`config.mk`:
```
export PLATFORM = sky130hd
export DESIGN_NAME = ika2151_cpubus_responder
export DESIGN_NICKNAME = d
export VERILOG_FILES = /design/src/rtl/ika2151_pkg.sv /design/src/rtl/ika2151_cpubus_sync.sv /design/src/rtl/ika2151_cpubus_responder.sv
export SDC_FILE = /design/constraint.sdc
export NUM_CORES = 1
export LEC_CHECK = 0
export ABC_AREA = 1
export BUFFER_PORTS_ARGS = -buffer_cell sky130_fd_sc_hd__buf_2
export CORE_MARGIN = 2
export CORE_UTILIZATION = 30
export DETAILED_ROUTE_END_ITERATION = 10
export SETUP_SLACK_MARGIN = 0.3
export SYNTH_ARGS = -nofsm -noshare
export SYNTH_HDL_FRONTEND = slang
export SYNTH_SLANG_ARGS = --single-unit
```
`constraint.sdc`:
```
create_clock -name i_EMUCLK -period 2.6 [get_ports i_EMUCLK]
set_input_delay 0.26 -clock i_EMUCLK [delete_from_list [all_inputs] [get_ports i_EMUCLK]]
set_output_delay 0.26 -clock i_EMUCLK [all_outputs]
set_load 0.02 [all_outputs]
```
`src/rtl/ika2151_pkg.sv`:
```
// Shared types and constants for the IKA2151 CPU bus responder.
package ika2151_pkg;

    typedef enum logic [1:0] {IDLE, WRITE, COMMIT, READ} busif_state_t;

    localparam int unsigned STAT_BUSY_BIT   = 7;
    localparam int unsigned STAT_TMRB_BIT   = 1;
    localparam int unsigned STAT_TMRA_BIT   = 0;
    localparam int unsigned BUSY_CYCLES_DEF = 64;
    localparam int unsigned BUSY_CNT_W      = $clog2(BUSY_CYCLES_DEF + 1);

    function automatic int unsigned busy_cnt_w(input int unsigned cycles);
        return $clog2(cycles + 1);
    endfunction

    function automatic logic [7:0] status_byte(input logic busy, input logic tmrb, input logic tmra);
        logic [7:0] s;
        s                = 8'h00;
        s[STAT_BUSY_BIT] = busy;
        s[STAT_TMRB_BIT] = tmrb;
        s[STAT_TMRA_BIT] = tmra;
        return s;
    endfunction

endpackage

```
`src/rtl/ika2151_cpubus_sync.sv`:
```
// Multi-stage synchronizer for the asynchronous CPU bus controls.
// Control strobes reset to the idle (high) level, A0 resets low.
module ika2151_cpubus_sync #(
    parameter int unsigned SYNC_STAGES = 2
) (
    input  logic i_EMUCLK,
    input  logic i_RST,
    input  logic i_CS_n,
    input  logic i_WR_n,
    input  logic i_RD_n,
    input  logic i_A0,
    output logic cs_n_s,
    output logic wr_n_s,
    output logic rd_n_s,
    output logic a0_s
);

    localparam logic [3:0] RST_VAL = 4'b1110;

    logic [SYNC_STAGES-1:0][3:0] pipe;

    always_ff @(posedge i_EMUCLK or posedge i_RST) begin
        if (i_RST) begin
            pipe <= {SYNC_STAGES{RST_VAL}};
        end else begin
            pipe <= {pipe[SYNC_STAGES-2:0], {i_CS_n, i_WR_n, i_RD_n, i_A0}};
        end
    end

    assign {cs_n_s, wr_n_s, rd_n_s, a0_s} = pipe[SYNC_STAGES-1];

endmodule

```
`src/rtl/ika2151_cpubus_responder.sv`:
```
// YM2151 CPU bus responder: host writes -> register strobes, status reads.
// Optional busy counter enabled by defining IKA2151_BUSY_FLAG_EN.
module ika2151_cpubus_responder
    import ika2151_pkg::*;
#(
    parameter int unsigned BUSY_CYCLES = BUSY_CYCLES_DEF,
    parameter int unsigned SYNC_STAGES = 2
) (
    input  logic       i_EMUCLK,
    input  logic       i_RST,
    input  logic       i_phiM_PCEN_n,
    input  logic       i_CS_n,
    input  logic       i_WR_n,
    input  logic       i_RD_n,
    input  logic       i_A0,
    input  logic [7:0] i_D,
    input  logic       i_TIMERA_FLAG,
    input  logic       i_TIMERB_FLAG,
    output logic [7:0] o_D,
    output logic       o_CTRL_OE_n,
    output logic       o_REG_WR,
    output logic [7:0] o_REG_ADDR,
    output logic [7:0] o_REG_DATA,
    output logic       o_BUSY
);

    logic cs_n_s, wr_n_s, rd_n_s, a0_s;
    logic wr_act, rd_act, busy_load;
    logic [7:0] status;

    busif_state_t state;
    logic [7:0]   addr_lat;
    logic [7:0]   d_smp;
    logic         a0_smp;

    ika2151_cpubus_sync #(.SYNC_STAGES(SYNC_STAGES)) u_sync (
        .i_EMUCLK (i_EMUCLK),
        .i_RST    (i_RST),
        .i_CS_n   (i_CS_n),
        .i_WR_n   (i_WR_n),
        .i_RD_n   (i_RD_n),
        .i_A0     (i_A0),
        .cs_n_s   (cs_n_s),
        .wr_n_s   (wr_n_s),
        .rd_n_s   (rd_n_s),
        .a0_s     (a0_s)
    );

    // Write takes priority when RD and WR are both asserted.
    assign wr_act    = ~cs_n_s & ~wr_n_s;
    assign rd_act    = ~cs_n_s & ~rd_n_s & ~wr_act;
    assign busy_load = (state == WRITE) && !wr_act && a0_smp;
    assign status    = status_byte(o_BUSY, i_TIMERB_FLAG, i_TIMERA_FLAG);

    always_ff @(posedge i_EMUCLK or posedge i_RST) begin
        if (i_RST) begin
            state       <= IDLE;
            addr_lat    <= 8'h00;
            d_smp       <= 8'h00;
            a0_smp      <= 1'b0;
            o_REG_WR    <= 1'b0;
            o_REG_ADDR  <= 8'h00;
            o_REG_DATA  <= 8'h00;
            o_D         <= 8'h00;
            o_CTRL_OE_n <= 1'b1;
        end else begin
            o_REG_WR <= 1'b0;
            case (state)
                IDLE: begin
                    if (wr_act) begin
                        state  <= WRITE;
                        d_smp  <= i_D;
                        a0_smp <= a0_s;
                    end else if (rd_act) begin
                        state       <= READ;
                        o_CTRL_OE_n <= 1'b0;
                        o_D         <= status;
                    end
                end
                WRITE: begin
                    if (wr_act) begin
                        d_smp  <= i_D;
                        a0_smp <= a0_s;
                    end else begin
                        // Strobe is raised on entry so it is visible for the COMMIT cycle.
                        state <= COMMIT;
                        if (a0_smp) begin
                            o_REG_WR   <= 1'b1;
                            o_REG_ADDR <= addr_lat;
                            o_REG_DATA <= d_smp;
                        end else begin
                            addr_lat <= d_smp;
                        end
                    end
                end
                COMMIT: state <= IDLE;
                READ: begin
                    if (rd_act) begin
                        o_CTRL_OE_n <= 1'b0;
                        o_D         <= status;
                    end else begin
                        state       <= IDLE;
                        o_CTRL_OE_n <= 1'b1;
                        o_D         <= 8'h00;
                    end
                end
                default: state <= IDLE;
            endcase
        end
    end

`ifdef IKA2151_BUSY_FLAG_EN
    localparam int unsigned CNT_W = busy_cnt_w(BUSY_CYCLES);

    logic [CNT_W-1:0] busy_cnt;

    // Reload beats decrement; the flag tracks the next count value.
    always_ff @(posedge i_EMUCLK or posedge i_RST) begin
        if (i_RST) begin
            busy_cnt <= '0;
            o_BUSY   <= 1'b0;
        end else if (busy_load) begin
            busy_cnt <= CNT_W'(BUSY_CYCLES);
            o_BUSY   <= (BUSY_CYCLES != 0);
        end else if (!i_phiM_PCEN_n && busy_cnt != '0) begin
            busy_cnt <= busy_cnt - CNT_W'(1);
            o_BUSY   <= (busy_cnt != CNT_W'(1));
        end
    end
`else
    logic busy_unused;
    assign busy_unused = i_phiM_PCEN_n ^ busy_load ^ (BUSY_CYCLES == 0);
    assign o_BUSY      = 1'b0;
`endif

endmodule

```
=== Yosys cells after proc, flatten, opt, wreduce, memory -nomap -nowiden ===
Index checks and enable logic that the tools add are counted.

* Equal/unequal tests: 8
* Muxes and demuxes: 16
* Bitwise logic cells: 8
* Reductions and logical operators: 8

{| class="wikitable"
|+ Operator list
! kind !! count
|-
| 2-to-1 mux 8 bit || 2
|-
| one-hot mux 8 bit (2 select lines) || 1
|-
| AND reduction 3 bit || 4
|-
| 2-to-1 mux 2 bit || 5
|-
| != test 2 bit (second input constant) || 4
|-
| one-hot mux 2 bit (4 select lines) || 1
|-
| 2-to-1 mux 1 bit || 6
|-
| NOT 1 bit || 5
|-
| equality test 2 bit (second input constant) || 2
|-
| bitwise AND 1 bit || 3
|-
| != test 3 bit (second input constant) || 1
|-
| equality test 2 x 1 -> 1 bit (second input constant) || 1
|-
| logical NOT 2 bit || 1
|-
| one-hot mux 1 bit (2 select lines) || 1
|-
| AND reduction 2 bit || 1
|-
| nonzero test 2 bit || 1
|-
| OR reduction 2 bit || 1
|}

* Bits in registers: 53
* Input bits: 17

=== Depth between registers and ports, before layout ===
Gate-level depths: netlist (run 1).

* Depth in word-level cells: 7
* Gate-level depth with buffers: 6

=== By module ===
Synthesis (run 1) repeated with hierarchy kept, for this count alone.

* Cell total of the unflattened synthesis: 176
* Area, all modules: 1885.6 sq um

{| class="wikitable"
|+ By module, submodules not included
! module !! instances !! cells each !! area each (sq um) !! sequential area each (sq um)
|-
| ika2151_cpubus_responder || 1 || 167 || 1674.1 || 977.2
|-
| ika2151_cpubus_sync || 1 || 9 || 211.5 || 207.7
|}

=== Least setup slack after synthesis (run 1) ===
OpenSTA, ideal clock, no wires.

* Kind: reg2reg
* From: register u_sync.pipe (netlist bit u_sync.wr_n_s)
* To: register addr_lat[7]
* Setup time: 0.120 ns
* Arrival time: 1.077 ns
* Path slack: 1.403 ns
* Stages on the path, launching flop included: 7
* Path buffers: 1
* Clock period less this slack: 1.197 ns
* Cell sequence: dfstp_2 -> nor2_4 -> nor2_1 -> nand2_2 -> buf_6 -> nand2_1 -> o21ai_2

* Cells in the longest elaborated chain, start to end: 4

{| class="wikitable"
|+ RTL lines
! item !! line !! text
|-
| start, declared || ika2151_cpubus_sync.sv:20 || <nowiki>logic [SYNC_STAGES-1:0][3:0] pipe;</nowiki>
|-
| start signal, assigned || ika2151_cpubus_sync.sv:24 || <nowiki>pipe <= {SYNC_STAGES{RST_VAL}};</nowiki>
|-
| start signal, assigned || ika2151_cpubus_sync.sv:26 || <nowiki>pipe <= {pipe[SYNC_STAGES-2:0], {i_CS_n, i_WR_n, i_RD_n, i_A0}};</nowiki>
|-
| NOT 1 bit || ika2151_cpubus_responder.sv:50 || <nowiki>assign wr_act = ~cs_n_s & ~wr_n_s;</nowiki>
|-
| bitwise AND 1 bit || ika2151_cpubus_responder.sv:50 ||
|-
| NOT 1 bit (no source line) || -- ||
|-
| AND reduction 3 bit (no source line) || -- ||
|-
| end signal, assigned || ika2151_cpubus_responder.sv:92 || <nowiki>addr_lat <= d_smp;</nowiki>
|-
| end, declared || ika2151_cpubus_responder.sv:32 || <nowiki>logic [7:0] addr_lat;</nowiki>
|}

Every way passes these cells.
A chain may end at the register's enable or synchronous reset.

=== Worst setup path after layout (run 1) ===
* From: register u_sync.pipe (netlist bit u_sync.wr_n_s)
* To: register o_REG_ADDR[6]

* Cells in the longest elaborated chain, start to end: 4

{| class="wikitable"
|+ RTL lines
! item !! line !! text
|-
| NOT 1 bit || ika2151_cpubus_responder.sv:50 ||
|-
| bitwise AND 1 bit || ika2151_cpubus_responder.sv:50 ||
|-
| NOT 1 bit (no source line) || -- ||
|-
| AND reduction 3 bit (no source line) || -- ||
|-
| end signal, assigned || ika2151_cpubus_responder.sv:89 || <nowiki>o_REG_ADDR <= addr_lat;</nowiki>
|-
| end, declared || ika2151_cpubus_responder.sv:22 || <nowiki>output logic [7:0] o_REG_ADDR,</nowiki>
|}

Every way passes these cells.

==> results of run 1 <==
==> synth_stat cells <==
library cell,n
a21oi_1,7
a21oi_2,1
buf_4,7
buf_6,4
conb_1,1
dfrtp_1,40
dfstp_2,7
inv_1,13
inv_2,3
nand2_1,48
nand2_2,6
nand2_4,1
nand3_1,7
nand3_4,1
nand4_1,1
nor2_1,13
nor2_4,2
nor3_1,1
o21ai_0,2
o21ai_2,16
==> routing by layer <==
| layer | up-vias | track usage, % | routed length, um | share of wire [%] |
|---|---|---|---|---|
| met1 | 573 | 14.24 | 1618 | 51 |
| met5 | - | 0 | 0 | 0 |
| met3 | 6 | 3.066 | 128 | 4.0 |
| met4 | 0 | 4.839 | 67 | 2.1 |
| li1 | 624 | - | - | - |
| met2 | 29 | 13.96 | 1362 | 43 |
==> power by group through the flow <==
| stage | Combinational (uW) | Clock, uW | Sequential [uW] |
|---|---|---|---|
| 2_1_floorplan | 512 | 0 | 1320 |
| 3_3_place_gp | 856 | 0 | 1170 |
| 3_5_place_dp | 868 | 0 | 1180 |
| 4_1_cts | 872 | 570 | 1170 |
| 5_1_grt | 964 | 605 | 1200 |
| 6_report | 857 | 555 | 1170 |
==> layout make-up <==
| type | instances | area share, % |
|---|---|---|
| clock buffers | 6 | 3.723 |
| clock inverters | 2 | 1.579 |
| inverters | 16 | 2.707 |
| multi-input cells | 113 | 26.34 |
| flip-flops and latches | 47 | 53.41 |
| well taps | 77 | 4.343 |
| repair buffers | 35 | 7.896 |
==> sequential cells by signal, indices dropped and copies added, names as in the netlist, 2 cells and up <==
register     count
addr_lat         8
d_smp            8
o_REG_ADDR       8
o_REG_DATA       8
u_sync.pipe      4
o_D              2
state            2
==> final timing paths <==
kind | start | to | slack (ns)
max in group asynchronous | i_RST | d_smp[7] | 1.83
min in group asynchronous | i_RST | o_REG_ADDR[5] | 0.18
hold / removal | i_WR_n | u_sync.pipe[2] | 0.05
setup reg to reg | u_sync.wr_n_s | o_REG_ADDR[6] | 1.12
hold reg to reg | u_sync.pipe[0] | u_sync.a0_s | 0.35
setup / recovery | u_sync.wr_n_s | o_REG_ADDR[6] | 1.12
==> through the flow <==
stage	total power [uW]	instances	setup slack [ns]	utilization (%)
2_1_floorplan	1833	187	1.235	-
3_3_place_gp	2028	288	1.109	33.66
6_report	2578	296	1.115	35.55
3_5_place_dp	2052	288	1.101	33.66
4_1_cts	2611	296	1.081	35.55
5_1_grt	2772	296	0.9262	35.55
==> worst max-delay path, cell delays in order (launching register included) <==
cell	delay, ns
dfstp_2	0.59
inv_1	0.06
nand2_2	0.09
nand3_4	0.30
inv_2	0.25
nand2_1	0.08
nand2_1	0.06
==> cell families (layout without fill, tap and decap cells) <==
logic type | count (synthesis) | in the layout | synth area share (%)
other cells | 1 | 7 | 0.1969
compound gates | 26 | 26 | 10.18
flops | 47 | 47 | 62.22
buf+inv | 27 | 59 | 8.279
simple gates | 80 | 80 | 19.12
==> metrics.txt, run 1 <==
status=finished clean; die width=around 84 um; combinational power share=33.2%; DRC=0; post-route ant nets=0; Sw Ratio=between 30% and 40%; IO buf count=35; gr ovfl total=0; Lkg Pwr=approximately 0.0012 uW; synth unique cells=20; maximum capacitance violations=0; CP arrival=around 1.7 ns; Slew Limit Headroom=approximately 35%; Int Power=around 1600 uW; worst-margin pin slew=0.9675 ns; CTS tree=built; Layout fillers=640; NetSw=a little under 1000 uW; fin area=0.002218 mm2; Synth Area per Inst=between 10 and 15 um2; placed cell area=0.002101 mm2; # H-tree levels=2; area of the multi-input gates=just under 600 um2; Area Overhead vs Synth=16.49%; CTS Buf Count=5; synthesis-stage register bit count=47; CTS resizes=0; f_max=0.6734 GHz; proportion of synthesized chip area in sequential cells=between 60% and 70%; CP Max Fanout=25; Worst Hold Class=in2reg; row count=29; number of vias per cell=between 4 and 5; nets=around 240; Worst Hold Path Cells=1; clock-pin slew on the worst setup and hold paths=~0.080 ns; Yosys Warn Count=0; sequential power share=45.2%; Worst Hold Margin=between 0.04 and 0.05 ns; worst vdd ir=0.3837 mV; First DRT Iteration DRCs=90; Via Count=1232; initial antenna violation count=0; hpwl dp=2.153 mm; Pwr Density=1162 mW/mm2; vias in the first global route=between 1000 and 1500; Reg2Reg Depth=6; synthesized cell area=0.001904 mm2; CP Launch Type=register; ratio of cells with drive above 1 in the final layout=between 30% and 40%; min cycle time layout=roughly 1.5 ns; WL final=about 3.2 mm; pin count of the biggest net entering global routing=48; Final Cycle Share=approximately 57%; DIE AREA=approximately 0.007 mm2; Routability Congestion=between 0.7 and 0.8; clock group share of total power=between 20% and 30%; gr usage total=slightly above 10%; most frequent cells in the layout=nand2_1 (48), dfrtp_1 (40), buf_2 (35), o21ai_2 (16), nor2_1 (13); kind of end point of the critical path=register; sequential cell area=0.001185 mm2; Final Hold Fails=0; unrepaired setup endpoints after global routing=no; post-synth top area share=~53%; first-pass GRT wire length=5.644 mm; DR pass1 iterations=4; Final setup viols=0; Starting Density=just over 30%; # IOs=44; CTS root buffer=clkbuf_8; setup bufs post-CTS=0; WS Path Type=reg2reg; die span in y=83.67 um; commonest non-fill, non-tap cell in the layout=nand2_1; hold buffers post-CTS=0; final-report max-slew violation count=0; post-synthesis cell type with the largest combined area=dfrtp_1; Sink Count=47; Synth area leaders=dfrtp_1 (53%), dfstp_2 (9.7%), nand2_1 (9.5%), o21ai_2 (7.4%), buf_4 (2.8%); final setup skew=0.005151 ns; Antenna Cells=0; clk_lat worst skew=roughly 0.30 ns; Worst EP required=around 2.8 ns; Post-Syn Instances=around 180; clk buf depth=2; setup TNS=0 ns; Core Area=around 0.0062 mm2; per-cell routed wire length=10.73 um
Note: power is estimated with default switching activity, not from simulation.
==> run 2, diff against run 1 <==
==> constraint.sdc (replaced) <==
create_clock -name i_EMUCLK -period 1.52 [get_ports i_EMUCLK]
set_input_delay 0.152 -clock i_EMUCLK [delete_from_list [all_inputs] [get_ports i_EMUCLK]]
set_output_delay 0.152 -clock i_EMUCLK [all_outputs]
set_load 0.02 [all_outputs]
==> metrics.txt, run 2 (synthesized netlist as in run 1, its figures left out) <==
status=finished clean; Worst Hold Class=in2reg; kind of end point of the critical path=register; CTS tree=built; max layer used=met4; clk buf depth=2 (unchanged); maximum capacitance violations=0 (unchanged); Area Overhead vs Synth=31.27%; pin count of the biggest net entering global routing=31 (-35%); Placed Cells incl. Taps=291 (+1.0%); First DRT Iteration DRCs=79 (-12%); # IOs=44 (unchanged); setup TNS=0 ns (unchanged); Starting Density=30.51% (unchanged); DRC=0 (unchanged); most frequent cells in the layout=dfrtp_1 (38), nand2_1 (36), buf_2 (35), o21ai_2 (16), nand2_4 (13); CP arrival=1.44 ns (-0.29 ns); ratio of cells with drive above 1 in the final layout=46.61% (+9.6 points); Final Cycle Share=81.97% (+25 points); slowest stage delay, CP=0.54 ns (-0.05 ns); Lkg Pwr=0.001274 uW (+9.4%); number of vias per cell=4.246 (+2.0%); first-pass GRT wire length=6.147 mm (+8.9%); Bufs and invs on worst path=2 (unchanged); CP Launch Type=register; min cycle time layout=1.246 ns (-0.2390 ns); row count=29 (unchanged); Sink Count=47 (unchanged); vias in the first global route=1325 (+12%); delay-heaviest family, CP=flip-flops; WL met1=1.642 mm (+1.5%); Pwr Total=4544 uW (+76%); CTS root buffer=clkbuf_8; f_max=0.8026 GHz (+19%); unrepaired setup endpoints after global routing=yes; Pwr Density=1818 mW/mm2 (+56%); Layout Cells excl Fill=313 (+5.7%); commonest non-fill, non-tap cell in the layout=dfrtp_1; placed cell area=0.002140 mm2 (+1.8%); initial antenna violation count=0 (unchanged); fin area=0.002500 mm2 (+13%); per-cell routed wire length=11.23 um (+4.6%); met3 WL=162 um (+27%); Final setup viols=0 (unchanged); nets=252 (+7.2%); worst vdd ir=0.9492 mV (+150%); Antenna Cells=0 (unchanged); Worst Hold Margin=0.1011 ns (+0.05193 ns); IO buf count=35 (unchanged); DR pass1 iterations=4 (unchanged); CP Max Fanout=6 (-76%); cell mode on critical path=nand2_1; gr ovfl total=0 (unchanged); Routability Congestion=0.6827 (-6.0%); die span in y=83.67 um (unchanged); post-route ant nets=0 (unchanged); Worst EP required=1.71 ns (-1.13 ns); Final Hold Fails=0 (unchanged); die width=83.67 um (unchanged); gr usage total=10.90% (+0.84 points); WS Path Type=reg2reg; WL final=3.515 mm (+11%); CTS Buf Count=5 (unchanged); clock-pin slew on the worst setup and hold paths=0.08 ns (about the same); cell breakdown of the critical path=inv_2 > nand2_4 > nand3_4 > clkbuf_16 > nand2_1 > nand2_1; Core Area=0.006241 mm2 (unchanged); clk_lat worst skew=0.29 ns (about the same); Via Count=1329 (+7.9%); hpwl dp=2.287 mm (+6.2%); final setup skew=0.007954 ns (+0.002802 ns); routed wl met2=1.656 mm (+22%); DIE AREA=0.007001 mm2 (unchanged); # H-tree levels=2 (unchanged); CP max stage cell=dfstp_2; final-report max-slew violation count=0 (unchanged)
==> run 2: per-layer routing <==
metal / vias up / GRT usage [%]
met5: - / 0
met4: 0 / 3.959
met3: 6 / 3.363
met2: 34 / 16.51
met1: 623 / 14.79
li1: 666 / -
==> run 2: layout make-up <==
class                   instances  area, um2
inverters                      16      66.31
clock inverters                 1      5.005
well taps                      77      96.34
clock buffers                   7      76.32
flip-flops and latches         47       1187
multi-input cells             114      695.7
repair buffers                 51      372.9
fillers                       626       3741
==> run 2: report_power, final <==
group / switching [uW] / internal (uW) / total, uW
Clock: 382 / 323 / 705
Combinational: 1070 / 704 / 1770
Sequential: 327 / 1740 / 2070
==> run 2: worst min-delay path, cell delays in order <==
cell and delay, ns:
buf_2 0.07, nor2_1 0.03, a21oi_1 0.10
==> run 2: timing repair <==
action	4_1_cts	5_1_grt
endpoints found under the setup margin	22	32
pin swaps	3	6
cloned	2	1
endpoints found under the hold margin	21	0
gates resized for setup	8	30
hold buffers	5	0
setup buffers	6	0
==> run 2: final timing paths <==
kind                                      from             to  slack, ns  cells past startpoint
worst max register to register   u_sync.cs_n_s  o_REG_ADDR[4]       0.27                      6
worst max-delay path             u_sync.cs_n_s  o_REG_ADDR[4]       0.27                      6
max in group asynchronous                i_RST    o_CTRL_OE_n       0.56                      4
worst min register to register  u_sync.pipe[0]    u_sync.a0_s       0.36                      0
min in group asynchronous                i_RST       d_smp[1]       0.42                      3
worst min-delay path                    i_D[0]       d_smp[0]       0.10                      3
==> run 2: through the flow <==
| stage | setup slack [ns] | utilization (%) |
|---|---|---|
| finish | 0.2741 | 40.06 |
| global route | 0.2298 | 40.06 |
| CTS | 0.2911 | 38.11 |
| global placement | 0.2205 | 34.28 |
| floorplan | 0.3225 | - |
| detailed placement | 0.1970 | 34.28 |
